<file path="src/rtl/imm_gen_pkg.sv">
// Shared types and encodings for the pipelined immediate generator.
// The optional illegal-word flag is enabled by defining IMM_GEN_ILLEGAL_EN.
package imm_gen_pkg;

  typedef enum logic [2:0] {
    FMT_NONE  = 3'd0,
    FMT_I     = 3'd1,
    FMT_S     = 3'd2,
    FMT_B     = 3'd3,
    FMT_U     = 3'd4,
    FMT_J     = 3'd5,
    FMT_SHAMT = 3'd6
  } imm_fmt_e;

  localparam logic [6:0] OPC_LOAD      = 7'b0000011;
  localparam logic [6:0] OPC_OP_IMM    = 7'b0010011;
  localparam logic [6:0] OPC_AUIPC     = 7'b0010111;
  localparam logic [6:0] OPC_OP_IMM_32 = 7'b0011011;
  localparam logic [6:0] OPC_STORE     = 7'b0100011;
  localparam logic [6:0] OPC_LUI       = 7'b0110111;
  localparam logic [6:0] OPC_BRANCH    = 7'b1100011;
  localparam logic [6:0] OPC_JALR      = 7'b1100111;
  localparam logic [6:0] OPC_JAL       = 7'b1101111;

  localparam logic [2:0] F3_SLL = 3'b001;
  localparam logic [2:0] F3_SRX = 3'b101;

endpackage

</file>
<file path="src/rtl/imm_gen_pipe_decode.sv">
// Combinational instruction -> extended immediate and format tag.
// With IMM_GEN_ILLEGAL_EN defined, an illegal output flags undecodable words.
module imm_decode_comb
  import imm_gen_pkg::*;
#(
  parameter int XLEN = 32
) (
  input  logic [31:0]     inst_code,
  output logic [XLEN-1:0] imm,
  output imm_fmt_e        fmt
`ifdef IMM_GEN_ILLEGAL_EN
  ,
  output logic            illegal
`endif
);

  localparam int SHAMT_W = (XLEN == 64) ? 6 : 5;
  localparam bit RV64 = (XLEN == 64);

  logic [6:0]      opcode;
  logic [2:0]      funct3;
  logic [31:0]     i32, s32, b32, u32, j32;
  logic            is_shift, f7_ok7, f7_ok6, bad;
  logic [XLEN-1:0] raw_imm;
  imm_fmt_e        raw_fmt;

  // Widen an already sign-extended 32-bit value to XLEN.
  function automatic logic [XLEN-1:0] sx(input logic [31:0] v);
    return {{(XLEN-31){v[31]}}, v[30:0]};
  endfunction

  assign opcode   = inst_code[6:0];
  assign funct3   = inst_code[14:12];
  assign i32      = {{20{inst_code[31]}}, inst_code[31:20]};
  assign s32      = {{20{inst_code[31]}}, inst_code[31:25], inst_code[11:7]};
  assign b32      = {{19{inst_code[31]}}, inst_code[31], inst_code[7],
                     inst_code[30:25], inst_code[11:8], 1'b0};
  assign u32      = {inst_code[31:12], 12'b0};
  assign j32      = {{11{inst_code[31]}}, inst_code[31], inst_code[19:12],
                     inst_code[20], inst_code[30:21], 1'b0};
  assign is_shift = (funct3 == F3_SLL) || (funct3 == F3_SRX);
  assign f7_ok7   = (inst_code[31:25] == 7'b0000000) ||
                    ((funct3 == F3_SRX) && (inst_code[31:25] == 7'b0100000));
  assign f7_ok6   = (inst_code[31:26] == 6'b000000) ||
                    ((funct3 == F3_SRX) && (inst_code[31:26] == 6'b010000));

  always_comb begin
    raw_imm = '0;
    raw_fmt = FMT_NONE;
    bad     = 1'b0;
    case (opcode)
      OPC_LOAD, OPC_JALR: begin
        raw_imm = sx(i32);
        raw_fmt = FMT_I;
      end
      OPC_OP_IMM: begin
        if (is_shift) begin
          raw_imm = XLEN'(inst_code[20 +: SHAMT_W]);
          raw_fmt = FMT_SHAMT;
          bad     = RV64 ? !f7_ok6 : !f7_ok7;
        end else begin
          raw_imm = sx(i32);
          raw_fmt = FMT_I;
        end
      end
      OPC_OP_IMM_32: begin
        if (RV64) begin
          if (is_shift) begin
            raw_imm = XLEN'(inst_code[24:20]);
            raw_fmt = FMT_SHAMT;
            bad     = !f7_ok7;
          end else begin
            raw_imm = sx(i32);
            raw_fmt = FMT_I;
          end
        end else begin
          bad = 1'b1;
        end
      end
      OPC_STORE: begin
        raw_imm = sx(s32);
        raw_fmt = FMT_S;
      end
      OPC_BRANCH: begin
        raw_imm = sx(b32);
        raw_fmt = FMT_B;
      end
      OPC_LUI, OPC_AUIPC: begin
        raw_imm = sx(u32);
        raw_fmt = FMT_U;
      end
      OPC_JAL: begin
        raw_imm = sx(j32);
        raw_fmt = FMT_J;
      end
      default: bad = 1'b1;
    endcase
  end

  // Undecodable encodings always present as a zero immediate with no format.
  assign imm = bad ? '0 : raw_imm;
  assign fmt = bad ? FMT_NONE : raw_fmt;
`ifdef IMM_GEN_ILLEGAL_EN
  assign illegal = bad;
`endif

endmodule

</file>
<file path="src/rtl/imm_gen_pipe.sv">
// Decode-stage immediate generator: decoder followed by a 2-entry skid buffer.
// Define IMM_GEN_ILLEGAL_EN to add the per-entry illegal output.
module imm_gen_pipe
  import imm_gen_pkg::*;
#(
  parameter int XLEN = 32
) (
  input  logic            clk,
  input  logic            rst,
  input  logic            in_valid,
  output logic            in_ready,
  input  logic [31:0]     inst_code,
  output logic            out_valid,
  input  logic            out_ready,
  output logic [XLEN-1:0] imm_out,
  output imm_fmt_e        imm_fmt
`ifdef IMM_GEN_ILLEGAL_EN
  ,
  output logic            illegal
`endif
);

  logic [XLEN-1:0] dec_imm;
  imm_fmt_e        dec_fmt;
  logic            dec_illegal;

  logic [XLEN-1:0] ent_imm_q [2];
  logic [XLEN-1:0] ent_imm_d [2];
  imm_fmt_e        ent_fmt_q [2];
  imm_fmt_e        ent_fmt_d [2];
  logic [1:0]      count_q, count_d;
  logic            wr_ptr_q, wr_ptr_d, rd_ptr_q, rd_ptr_d;
  logic            in_ready_q, in_ready_d;
  logic            push, pop;

  imm_decode_comb #(.XLEN(XLEN)) u_dec (
    .inst_code (inst_code),
    .imm       (dec_imm),
    .fmt       (dec_fmt)
`ifdef IMM_GEN_ILLEGAL_EN
    ,
    .illegal   (dec_illegal)
`endif
  );

`ifndef IMM_GEN_ILLEGAL_EN
  assign dec_illegal = 1'b0;
`endif

  logic ent_ill_q [2];
  logic ent_ill_d [2];

  assign out_valid = (count_q != 2'd0);
  assign in_ready  = in_ready_q;
  assign push      = in_valid && in_ready_q;
  assign pop       = out_valid && out_ready;

  always_comb begin
    count_d    = count_q + {1'b0, push} - {1'b0, pop};
    wr_ptr_d   = wr_ptr_q ^ push;
    rd_ptr_d   = rd_ptr_q ^ pop;
    // Ready comes from the next count, so it never depends on out_ready combinationally.
    in_ready_d = (count_d != 2'd2);
    for (int i = 0; i < 2; i++) begin
      ent_imm_d[i] = ent_imm_q[i];
      ent_fmt_d[i] = ent_fmt_q[i];
      ent_ill_d[i] = ent_ill_q[i];
      if (push && (wr_ptr_q == 1'(i))) begin
        ent_imm_d[i] = dec_imm;
        ent_fmt_d[i] = dec_fmt;
        ent_ill_d[i] = dec_illegal;
      end
    end
  end

  always_ff @(posedge clk) begin
    if (rst) begin
      count_q    <= 2'd0;
      wr_ptr_q   <= 1'b0;
      rd_ptr_q   <= 1'b0;
      in_ready_q <= 1'b1;
      for (int i = 0; i < 2; i++) begin
        ent_imm_q[i] <= '0;
        ent_fmt_q[i] <= FMT_NONE;
        ent_ill_q[i] <= 1'b0;
      end
    end else begin
      count_q    <= count_d;
      wr_ptr_q   <= wr_ptr_d;
      rd_ptr_q   <= rd_ptr_d;
      in_ready_q <= in_ready_d;
      for (int i = 0; i < 2; i++) begin
        ent_imm_q[i] <= ent_imm_d[i];
        ent_fmt_q[i] <= ent_fmt_d[i];
        ent_ill_q[i] <= ent_ill_d[i];
      end
    end
  end

  assign imm_out = out_valid ? ent_imm_q[rd_ptr_q] : '0;
  assign imm_fmt = out_valid ? ent_fmt_q[rd_ptr_q] : FMT_NONE;
`ifdef IMM_GEN_ILLEGAL_EN
  assign illegal = out_valid && ent_ill_q[rd_ptr_q];
`else
  logic unused_ill;
  assign unused_ill = ^{ent_ill_q[0], ent_ill_q[1]};
`endif

endmodule

</file>
<file path="config.mk">
export PLATFORM = sky130hd
export DESIGN_NAME = imm_gen_pipe
export DESIGN_NICKNAME = d
export VERILOG_FILES = /design/src/rtl/imm_gen_pkg.sv /design/src/rtl/imm_gen_pipe_decode.sv /design/src/rtl/imm_gen_pipe.sv
export SDC_FILE = /design/constraint.sdc
export NUM_CORES = 1
export LEC_CHECK = 0
export CAP_MARGIN = 20
export CORE_ASPECT_RATIO = 0.6
export CORE_MARGIN = 1.5
export CORE_UTILIZATION = 35
export CTS_BUF_LIST = sky130_fd_sc_hd__clkbuf_4 sky130_fd_sc_hd__clkbuf_8
export DETAILED_ROUTE_END_ITERATION = 16
export MAX_ROUTING_LAYER = met4
export REMOVE_ABC_BUFFERS = 1
export SLEW_MARGIN = 10
export SYNTH_ARGS = -nofsm -noshare
export SYNTH_HDL_FRONTEND = slang
export SYNTH_SLANG_ARGS = --single-unit
</file>
<file path="constraint.sdc">
create_clock -name clk -period 1.9 [get_ports clk]
set_input_delay 0.38 -clock clk [delete_from_list [all_inputs] [get_ports clk]]
set_output_delay 0.38 -clock clk [all_outputs]
set_load 0.1 [all_outputs]
</file>
==> results by group, run 1 <==
Outcome
  • Outcome: finished, final reports clean

Yosys
  • Synth cell types: 41
  • Post-Synth Adder-Cell Area: 0.0143
  • Mux share of post-synthesis cell area: 0.0998
  • Commonest cells post-synth: edfxtp_1 (70), nor2_1 (54), mux2i_1 (35)
  • Syn. warnings: 0
  • Gate count of the mapped netlist: about 290
  • Synth Flop Type: edfxtp_1
  • Area of the mapped netlist: 0.00351 mm²
  • Asr flop ratio synth: 0
  • Post-synth top area share: 0.599
  • Top cells by area, synth: edfxtp_1 (60%), mux2i_1 (10%), nor2_1 (5.8%)
  • Syn avg cell area: 12.3 µm²
  • Synth Area in Compound Gates: 0.0845
  • Synth Register Bits: 75
  • Number of synthesized flops with an enable pin: 70
  • Most numerous cell in the Yosys netlist: edfxtp_1
  • Sequential fraction of the synthesis area: 0.627
  • Yosys top cell by area: edfxtp_1
  • Largest family of logic cells by synthesized area: simple AND/OR/NAND/NOR gates
  • Post-Synth XOR/XNOR Area: 0.00749
  • Post-Synth Simple-Gate Area: 0.137

Floorplan
  • Die width: 132 µm
  • Initial Utilization: 0.358
  • Ports: 73
  • Core ar.: about 0.0098 mm²
  • Die Y: 80.6 µm
  • DIE AREA: 0.0107 mm²
  • Row cnt: 28

Layout
  • Ratio of cells with drive above 1 in the final layout: 0.379
  • Nets: 441
  • Final instance area: 0.00549 mm²
  • Multi-input gate area: approximately 0.0014 mm²
  • Antenna Cells: 0
  • Final Core Density: 0.560
  • Flip-flop and latch area: 0.00221 mm²
  • Fillers: 813
  • P&R area growth vs syn: 56.4%

Critical path
  • Critical Path Start Type: primary input
  • Crit path from: inst_code[5]
  • Crit Path Class: primary input to register
  • FF-to-FF setup slack: around 40 ps
  • Critical Path Sink Type: register
  • Crit-path max FO: 8
  • Crit path DAT: 1960 ps
  • Worst Path Required: 1990 ps
  • Reg2Reg Capture Point: in_ready
  • R2R cell count: 9
  • R2R Path Start: count_q[0]

Place
  • GPL Wtd Cong: 0.882
  • IO buf count: 72
  • Placed Area: 0.00505 mm²
  • DP HPWL: around 5900 µm

STA
  • Final hold vios: 0
  • Clock skew: 11.0 ps
  • Max-slew violation count: 0
  • Setup TNS: 0 ps
  • Worst Tran Pin Value: 412 ps
  • Period utilisation layout: 0.985
  • Relative slew margins: 0.724
  • Min Tclk post-route: 1870 ps
  • Fmax: 534 MHz
  • Unrepaired setup endpoints after global routing: yes
  • Setup-failing EPs final: 0

Power
  • Pwr Density: 1380 mW/mm²
  • Reg power frac: 0.289
  • Pwr Total: between 7 and 8 mW
  • Net Sw Frac: 0.458
  • Worst vdd ir: 0.000684 V
  • Internal Pwr Total: 4.09 mW
  • Switching power: 3.46 mW
  • Logic pwr share: 0.564
  • Clock share of power: 0.147
  • Lkg Pwr: 1.99 nW

Clock tree
  • Worst-skew pair later-pin latency: between 300 and 400 ps
  • Maximum clock insertion buffer count: 2
  • CTS Sinks: 75
  • Hold_buf cts: 0
  • CTS Buf Count: 9
  • CTS tree: yes
  • Clock slew at reported path FFs: 90 ps
  • Root Driver: clkbuf_8
  • H-tree Lvls: 3

Routing
  • ANT nets after route: 0
  • Via count: approximately 2.6k
  • Starting DRT DRC Count: 218
  • WL/cell: 16.8 µm
  • Remaining DRCs: 0
  • DR pass1 iterations: 4
  • Drt via density: 4.88
  • WL final: 9070 µm

Global route
  • Total GRT Usage: 0.177
  • Vias in the first global route: 2616
  • Initial antenna violation count: 0
  • Gr ovfl total: 0
  • Largest net degree at the start of global routing: 36
  • First-pass GRT wire length: around 14000 µm

Flow run
  • Max_cap viols: 0

Hold path
  • Hold Path Depth: 2
  • HP Start: inst_code[25]
  • Worst hold-check path type: primary input to register
  • Hold endpoint: ent_imm_q[0][5]
==> state kept, by name (all words and copies together) (netlist names) <==
signal and count:
ent_fmt_q 6, in_ready 1, rd_ptr_q 1, count_q 2
wr_ptr_q 1, ent_imm_q 64
==> cells in the final DEF (no fill, tap or decap), types with 3 or more instances in the layout <==
cell,n
mux2i_1,33
dlygate4sd2_1,4
nor2_2,4
edfxtp_1,70
clkbuf_8,9
nor2_1,49
a21oi_1,6
clkbuf_2,3
clkdlybuf4s50_1,21
buf_6,3
a21oi_4,3
o21ai_0,9
inv_1,5
nand2_1,15
a21oi_2,14
a22oi_1,4
and2_4,7
or2_2,3
buf_12,41
nor3_1,4
nand3b_1,5
dlymetal6s2s_1,3
clkdlybuf4s15_1,4
nand3_1,3
buf_4,35
==> power by group through the flow <==
stage	Combinational, mW	Sequential, mW	Clock [mW]
floorplan	2.37	2.32	0
global placement	4.09	2.18	0
detailed placement	4.10	2.19	0
CTS	4.14	2.15	1.12
global route	4.44	2.20	1.19
finish	4.26	2.18	1.11
==> worst max path at each step <==
stage	endpoint	slack (ps)	cells past startpoint
3_5_place_dp	ent_imm_q[0][8]	-660	6
6_report	ent_imm_q[1][14]	30	6
5_1_grt	imm_fmt[2]	-40	4
3_3_place_gp	ent_imm_q[0][1]	-640	5
4_1_cts	in_ready	-1	9
2_1_floorplan	in_ready	-1990	9
==> worst max-delay path, cell delays in order <==
cell	delay (ps)
clkdlybuf4s15_1	190
or3_4	390
or3_4	420
o221ai_4	320
buf_8	200
a21oi_2	50
==> cell type report <==
| cell class | instances | area share |
|---|---|---|
| multi-input cells | 190 | 0.254 |
| clock inverters | 5 | 0.00684 |
| inverters | 7 | 0.00479 |
| repair buffers | 118 | 0.276 |
| flip-flops and latches | 75 | 0.402 |
| well taps | 135 | 0.0308 |
| clock buffers | 11 | 0.0253 |
==> cells by family after synthesis <==
kind of cell             after synthesis
adder cells (fa/ha/maj)                4
flip-flops                            75
AO/OA/AOI/OAI                         46
multiplexers                          35
AND/OR/NAND/NOR                      102
XOR/XNOR                               3
buffers and inverters                 20
==> what timing repair did <==
action	4_1_cts	5_1_grt
setup buffers	0	1
pin swaps	7	14
gates resized for setup	35	49
gates cloned	2	2
endpoints found under the setup margin	105	106
==> stage by stage <==
step,std cells,hold WS (ps),setup slack [ps]
detailed placement,520,559,-658
floorplan,272,452,-1990
global placement,520,533,-642
CTS,538,507,-1.48
global route,541,373,-38.1
finish,541,364,28.5
==> per-layer routing <==
metal  vias to the layer above  wire, µm  track usage
li1                       1278         -            -
met1                      1243      4480        0.244
met2                       109      3760        0.253
met3                         9       756       0.0593
met4                         0        72       0.0374
met5                         -         0            -
No activity file was read; power rests on OpenSTA's default activity.
==> run 2, diff against run 1 <==
--- a/config.mk
+++ b/config.mk
@@ -8,7 +8,7 @@
 export CAP_MARGIN = 20
 export CORE_ASPECT_RATIO = 0.6
 export CORE_MARGIN = 1.5
-export CORE_UTILIZATION = 35
+export CORE_UTILIZATION = 25
 export CTS_BUF_LIST = sky130_fd_sc_hd__clkbuf_4 sky130_fd_sc_hd__clkbuf_8
 export DETAILED_ROUTE_END_ITERATION = 16
 export MAX_ROUTING_LAYER = met4
==> run 2 against run 1 <==
  * The run now ends with negative setup slack left
  * Sequential share of layout area fell by 1.8 points
  * Fmax fell by 2.4%
  * Cell area rose by 4.9%
  * Count of clock-buffer cells in the layout fell by 2
  * Die area rose by 39%
  * Non-clock buffer count rose by 3
  * Critical path depth fell by 2
==> results by group, run 2 (synthesis results as in run 1) <==
Global route
  • Total GRT Usage: 0.143
  • Largest net degree at the start of global routing: 36
  • Initial antenna violation count: 2
  • Gr ovfl total: 0
  • First-pass GRT wire length: about 15000 µm
  • Vias in the first global route: 2779

STA
  • Relative slew margins: 0.732
  • Fmax: about 520 MHz
  • Unrepaired setup endpoints after global routing: yes
  • Setup-failing EPs final: 4
  • Setup ws final: -16.9 ps
  • Period utilisation layout: 1.01
  • Max-slew violation count: 0
  • Hold_ws: 375 ps
  • Setup TNS: -45.4 ps
  • Final hold vios: 0
  • Clock skew: 6.54 ps
  • Min Tclk post-route: 1920 ps
  • Worst Tran Pin Value: 400 ps

Flow run
  • Max_cap viols: 0

Critical path
  • Critical Path Start Type: register
  • FF-to-FF setup slack: 10 ps
  • Crit-path max FO: 7
  • Worst setup path end: imm_fmt[2]
  • Crit Path Class: register to output pin
  • Critical Path Sink Type: output pin
  • R2R Path Start: count_q[1]
  • Crit path from: rd_ptr_q
  • Reg2Reg Capture Point: in_ready
  • R2R cell count: 9
  • Worst Path Required: about 1500 ps
  • Crit path DAT: 1540 ps

Routing
  • DR pass1 iterations: 4
  • Via count: 2700
  • Remaining DRCs: 0
  • WL/cell: 16.6 µm
  • Drt via density: 4.49
  • WL final: approximately 10000 µm
  • ANT nets after route: 0
  • Starting DRT DRC Count: 168

Place
  • IO buf count: 72
  • GPL Wtd Cong: 0.915
  • Placed insts: a little under 600
  • Placement Setup Slack: -699 ps
  • DP HPWL: 6600 µm

Layout
  • Nets: 444
  • Ratio of cells with drive above 1 in the final layout: 0.407
  • P&R area growth vs syn: 64.1%
  • Non-Filler Instances: 602
  • Max FFs per register: 64
  • Most common cell after layout, fill and taps aside: edfxtp_1
  • Largest reg by FF count: ent_imm_q
  • Most frequent cells in the layout: edfxtp_1 (70), nor2_1 (49), buf_12 (41)
  • Top flop regs: ent_imm_q x64, ent_fmt_q x6, count_q x2

Floorplan
  • Initial Utilization: 0.257
  • Core ar.: 0.0137 mm²
  • Row cnt: 33
  • Die width: 156 µm
  • Die Y: 94.8 µm
  • Ports: 73
  • DIE AREA: 0.0148 mm²

Power
  • Pwr Total: 8.03 mW
  • Worst vdd ir: around 0.0013 V
  • Pwr Density: 1390 mW/mm²
  • Lkg Pwr: a little over 2 nW

Clock tree
  • Maximum clock insertion buffer count: 2
  • Worst-skew pair later-pin latency: 350 ps
  • Root Driver: clkbuf_8
  • Clock slew at reported path FFs: ~80 ps
  • CTS Sinks: 75
  • CTS tree: yes
  • H-tree Lvls: 3
  • CTS Buf Count: 9

Hold path
  • HP Start: inst_code[26]
  • Worst hold-check path type: primary input to register

Outcome
  • Outcome: complete, but fails checks
  • Violated checks: negative setup slack
==> run 2: power by group <==
| group | total [mW] | internal [mW] | leakage [nW] | switching (mW) |
|---|---|---|---|---|
| combinational | 4.48 | 1.66 | 1.13 | 2.82 |
| sequential | 2.22 | 2.09 | 0.791 | 0.130 |
| clock | 1.34 | 0.734 | 0.102 | 0.602 |
| total | 8.03 | 4.48 | 2.02 | 3.55 |
==> run 2: final cells by class <==
cell class	count	area [µm²]
antenna	2	5.00
clock buffer	9	124
clock inverter	6	88.8
fill	1287	7910
inverter	7	26.3
multi-input combinational	190	1500
sequential	75	2210
tap	192	240
timing repair buffer	121	1570
==> run 2: routing by layer <==
metal,wire (µm),GRT usage,vias to the layer above
met5,0,-,-
met4,123,0.0468,0
met3,480,0.0344,12
met2,4670,0.221,88
met1,4710,0.186,1319
li1,-,-,1281
==> run 2: through the flow <==
step | area [µm²] | utilization
2_1_floorplan | 3430 | -
3_3_place_gp | 5130 | 0.376
3_5_place_dp | 5130 | 0.376
4_1_cts | 5550 | 0.406
5_1_grt | 5760 | 0.421
6_report | 5760 | 0.421
==> run 2: critical path, stage by stage, from the launching register on <==
cell     delay, ps
dfxtp_4        450
buf_12         180
mux2i_4        260
nor2_1         100
buf_12         180
==> run 2: timing repair <==
| item | in CTS | in global routing |
|---|---|---|
| pin swaps | 9 | 11 |
| gates cloned | 2 | 1 |
| hold buffers | 0 | 0 |
| resized for setup | 55 | 44 |
| buffers inserted | 2 | 2 |
| endpoints found under the setup margin | 105 | 104 |
==> run 2: how the worst min path moves through the flow <==
stage,end,slack (ps),depth (start not counted)
5_1_grt,ent_imm_q[0][6],380,2
3_3_place_gp,wr_ptr_q,530,3
2_1_floorplan,count_q[0],450,1
6_report,ent_imm_q[1][6],380,2
4_1_cts,ent_imm_q[0][6],500,2
3_5_place_dp,wr_ptr_q,560,3
==> run 3, diff against run 2 <==
--- a/config.mk
+++ b/config.mk
@@ -17,3 +17,4 @@
 export SYNTH_ARGS = -nofsm -noshare
 export SYNTH_HDL_FRONTEND = slang
 export SYNTH_SLANG_ARGS = --single-unit
+export TNS_END_PERCENT = 5
==> run 3 against run 2 <==
  * The run still ends with negative setup slack left
  * Final cell count down 0.33%
  * Fmax down 1.1%
  * Register-to-register slack about the same
  * Power down 1.6%
  * Sequential share of layout area up 0.79 points
  * Via count down 1.6%
  * Worst setup slack worse by 21 ps
  * Cell area down 2.0%
  * First-iteration DRC count up 34%
  * Clock power about the same
  * Sequential power about the same
  * Critical path depth unchanged
  * Largest cell class unchanged
  * Highest routed layer unchanged
==> results by group, run 3 (synthesis results as in run 1) <==
Layout
  • Top flop regs: ent_imm_q x64, ent_fmt_q x6, count_q x2
  • Final instance area: 0.00564 mm²
  • Most common cell after layout, fill and taps aside: edfxtp_1
  • Most frequent cells in the layout: edfxtp_1 (70), nor2_1 (49), buf_12 (41)
  • Largest reg by FF count: ent_imm_q
  • Ratio of cells with drive above 1 in the final layout: 0.372
  • Max FFs per register: 64
  • Nets: 442
  • P&R area growth vs syn: 60.8%

Power
  • Worst vdd ir: between 0.001 and 0.0015 V
  • Lkg Pwr: 1.99 nW
  • Pwr Density: 1400 mW/mm²

Critical path
  • Crit Path Class: register to output pin
  • Crit path from: rd_ptr_q
  • Critical Path Sink Type: output pin
  • Critical Path Start Type: register
  • R2R Path Start: count_q[1]
  • FF-to-FF setup slack: 0 ps
  • Reg2Reg Capture Point: in_ready
  • R2R cell count: 9
  • Crit-path max FO: 14
  • Crit path DAT: 1560 ps
  • Worst Path Required: 1520 ps

Global route
  • Largest net degree at the start of global routing: 36
  • Initial antenna violation count: 2
  • Gr busiest metal: met2
  • GRT met1 Usage: 0.187
  • First-pass GRT wire length: 15100 µm
  • Vias in the first global route: roughly 2.8k
  • Total GRT Usage: 0.143
  • Gr ovfl total: 0
  • Met3 Resource Use GR: 0.0344
  • Met2 usage: 0.219

Clock tree
  • Worst-skew pair later-pin latency: 360 ps
  • CTS tree: yes
  • Maximum clock insertion buffer count: 2
  • CTS Buf Count: 9
  • H-tree Lvls: 3
  • Clock slew at reported path FFs: about 80 ps
  • Root Driver: clkbuf_8
  • Hold_buf cts: 0
  • CTS Sinks: 75

STA
  • Relative slew margins: 0.734
  • Fmax: 516 MHz
  • Worst Tran Pin Value: 396 ps
  • Setup ws final: -37.7 ps
  • Final hold vios: 0
  • Setup-failing EPs final: 3
  • Hold_ws: approximately 530 ps
  • Setup TNS: -56.8 ps
  • Min Tclk post-route: 1940 ps
  • Max-slew violation count: 0
  • Period utilisation layout: 1.02
  • Unrepaired setup endpoints after global routing: yes
  • Clock skew: ~8.4 ps

Floorplan
  • Die width: 156 µm
  • Core ar.: 0.0137 mm²
  • Row cnt: 33
  • Die Y: 94.8 µm
  • DIE AREA: 0.0148 mm²
  • Initial Utilization: 0.257
  • Ports: 73

Routing
  • WL final: roughly 10000 µm
  • Drt via density: roughly 4.4
  • WL/cell: 16.4 µm
  • Starting DRT DRC Count: 225
  • Via count: 2658
  • Remaining DRCs: 0
  • DR pass1 iterations: 4
  • ANT nets after route: 0

Outcome
  • Outcome: complete, but fails checks
  • Violated checks: negative setup slack

Place
  • Placed Area: 0.00513 mm²
  • IO buf count: 72
  • GPL Wtd Cong: about 0.91
  • DP HPWL: around 6600 µm

Hold path
  • Hold Path Depth: 2
  • HP Start: inst_code[26]
  • Hold endpoint: ent_imm_q[1][6]
  • Worst hold-check path type: primary input to register

Flow run
  • Max_cap viols: 0
[run 3: changes by cell type in the layout (fill, tap and decap cells not counted), moves of 3 or more]
cell / delta
and2_1: +3
mux2i_1: +4
a21oi_2: +3
and2_4: -4
a21oi_4: -3
[run 3: per-stage QoR]
stage	setup slack (ps)	utilization	cells	power, mW
5_1_grt	-84.4	0.413	600	8.22
2_1_floorplan	-1990	-	272	4.69
3_5_place_dp	-699	0.376	578	6.32
4_1_cts	-43.6	0.405	596	7.79
3_3_place_gp	-650	0.376	578	6.28
6_report	-37.7	0.413	600	7.90
[run 3: worst max path at each step]
stage	cells past startpoint	end	slack [ps]
CTS	4	imm_out[10]	-40
finish	4	imm_fmt[2]	-40
global placement	5	ent_imm_q[0][1]	-650
floorplan	9	in_ready	-1990
global route	9	in_ready	-80
detailed placement	5	ent_imm_q[0][1]	-700
[run 3: area by class of cell]
type                            instances  area (µm²)
Fill cell                            1299        8020
Sequential cell                        75        2210
Timing Repair Buffer                  119        1530
Multi-Input combinational cell        190        1420
Tap cell                              192         240
Clock buffer                            9         124
Clock inverter                          6        88.8
Inverter                                7        26.3
Antenna cell                            2        5.00
[run 3: critical path, cell delays in order, from the launching register on]
cell     delay [ps]
dfxtp_4         430
buf_12          200
mux2i_4         280
nor2_1          100
buf_12          190
[run 3: power by group]
group	switching [mW]	total, mW	internal [mW]
clock network	0.601	1.34	0.734
logic	2.79	4.37	1.58
registers	0.114	2.20	2.08
[run 3: repair_timing]
item | 4_1_cts | 5_1_grt
gates resized for setup | 55 | 20
pin swaps | 9 | 4
cloned | 2 | 0
endpoints found under the setup margin | 105 | 104
setup buffers | 1 | 2
[run 3: metal layers]
metal	up-vias	wire (µm)
met2	70	4560
met4	0	123
met3	13	422
li1	1274	-
met1	1301	4720
met5	-	0
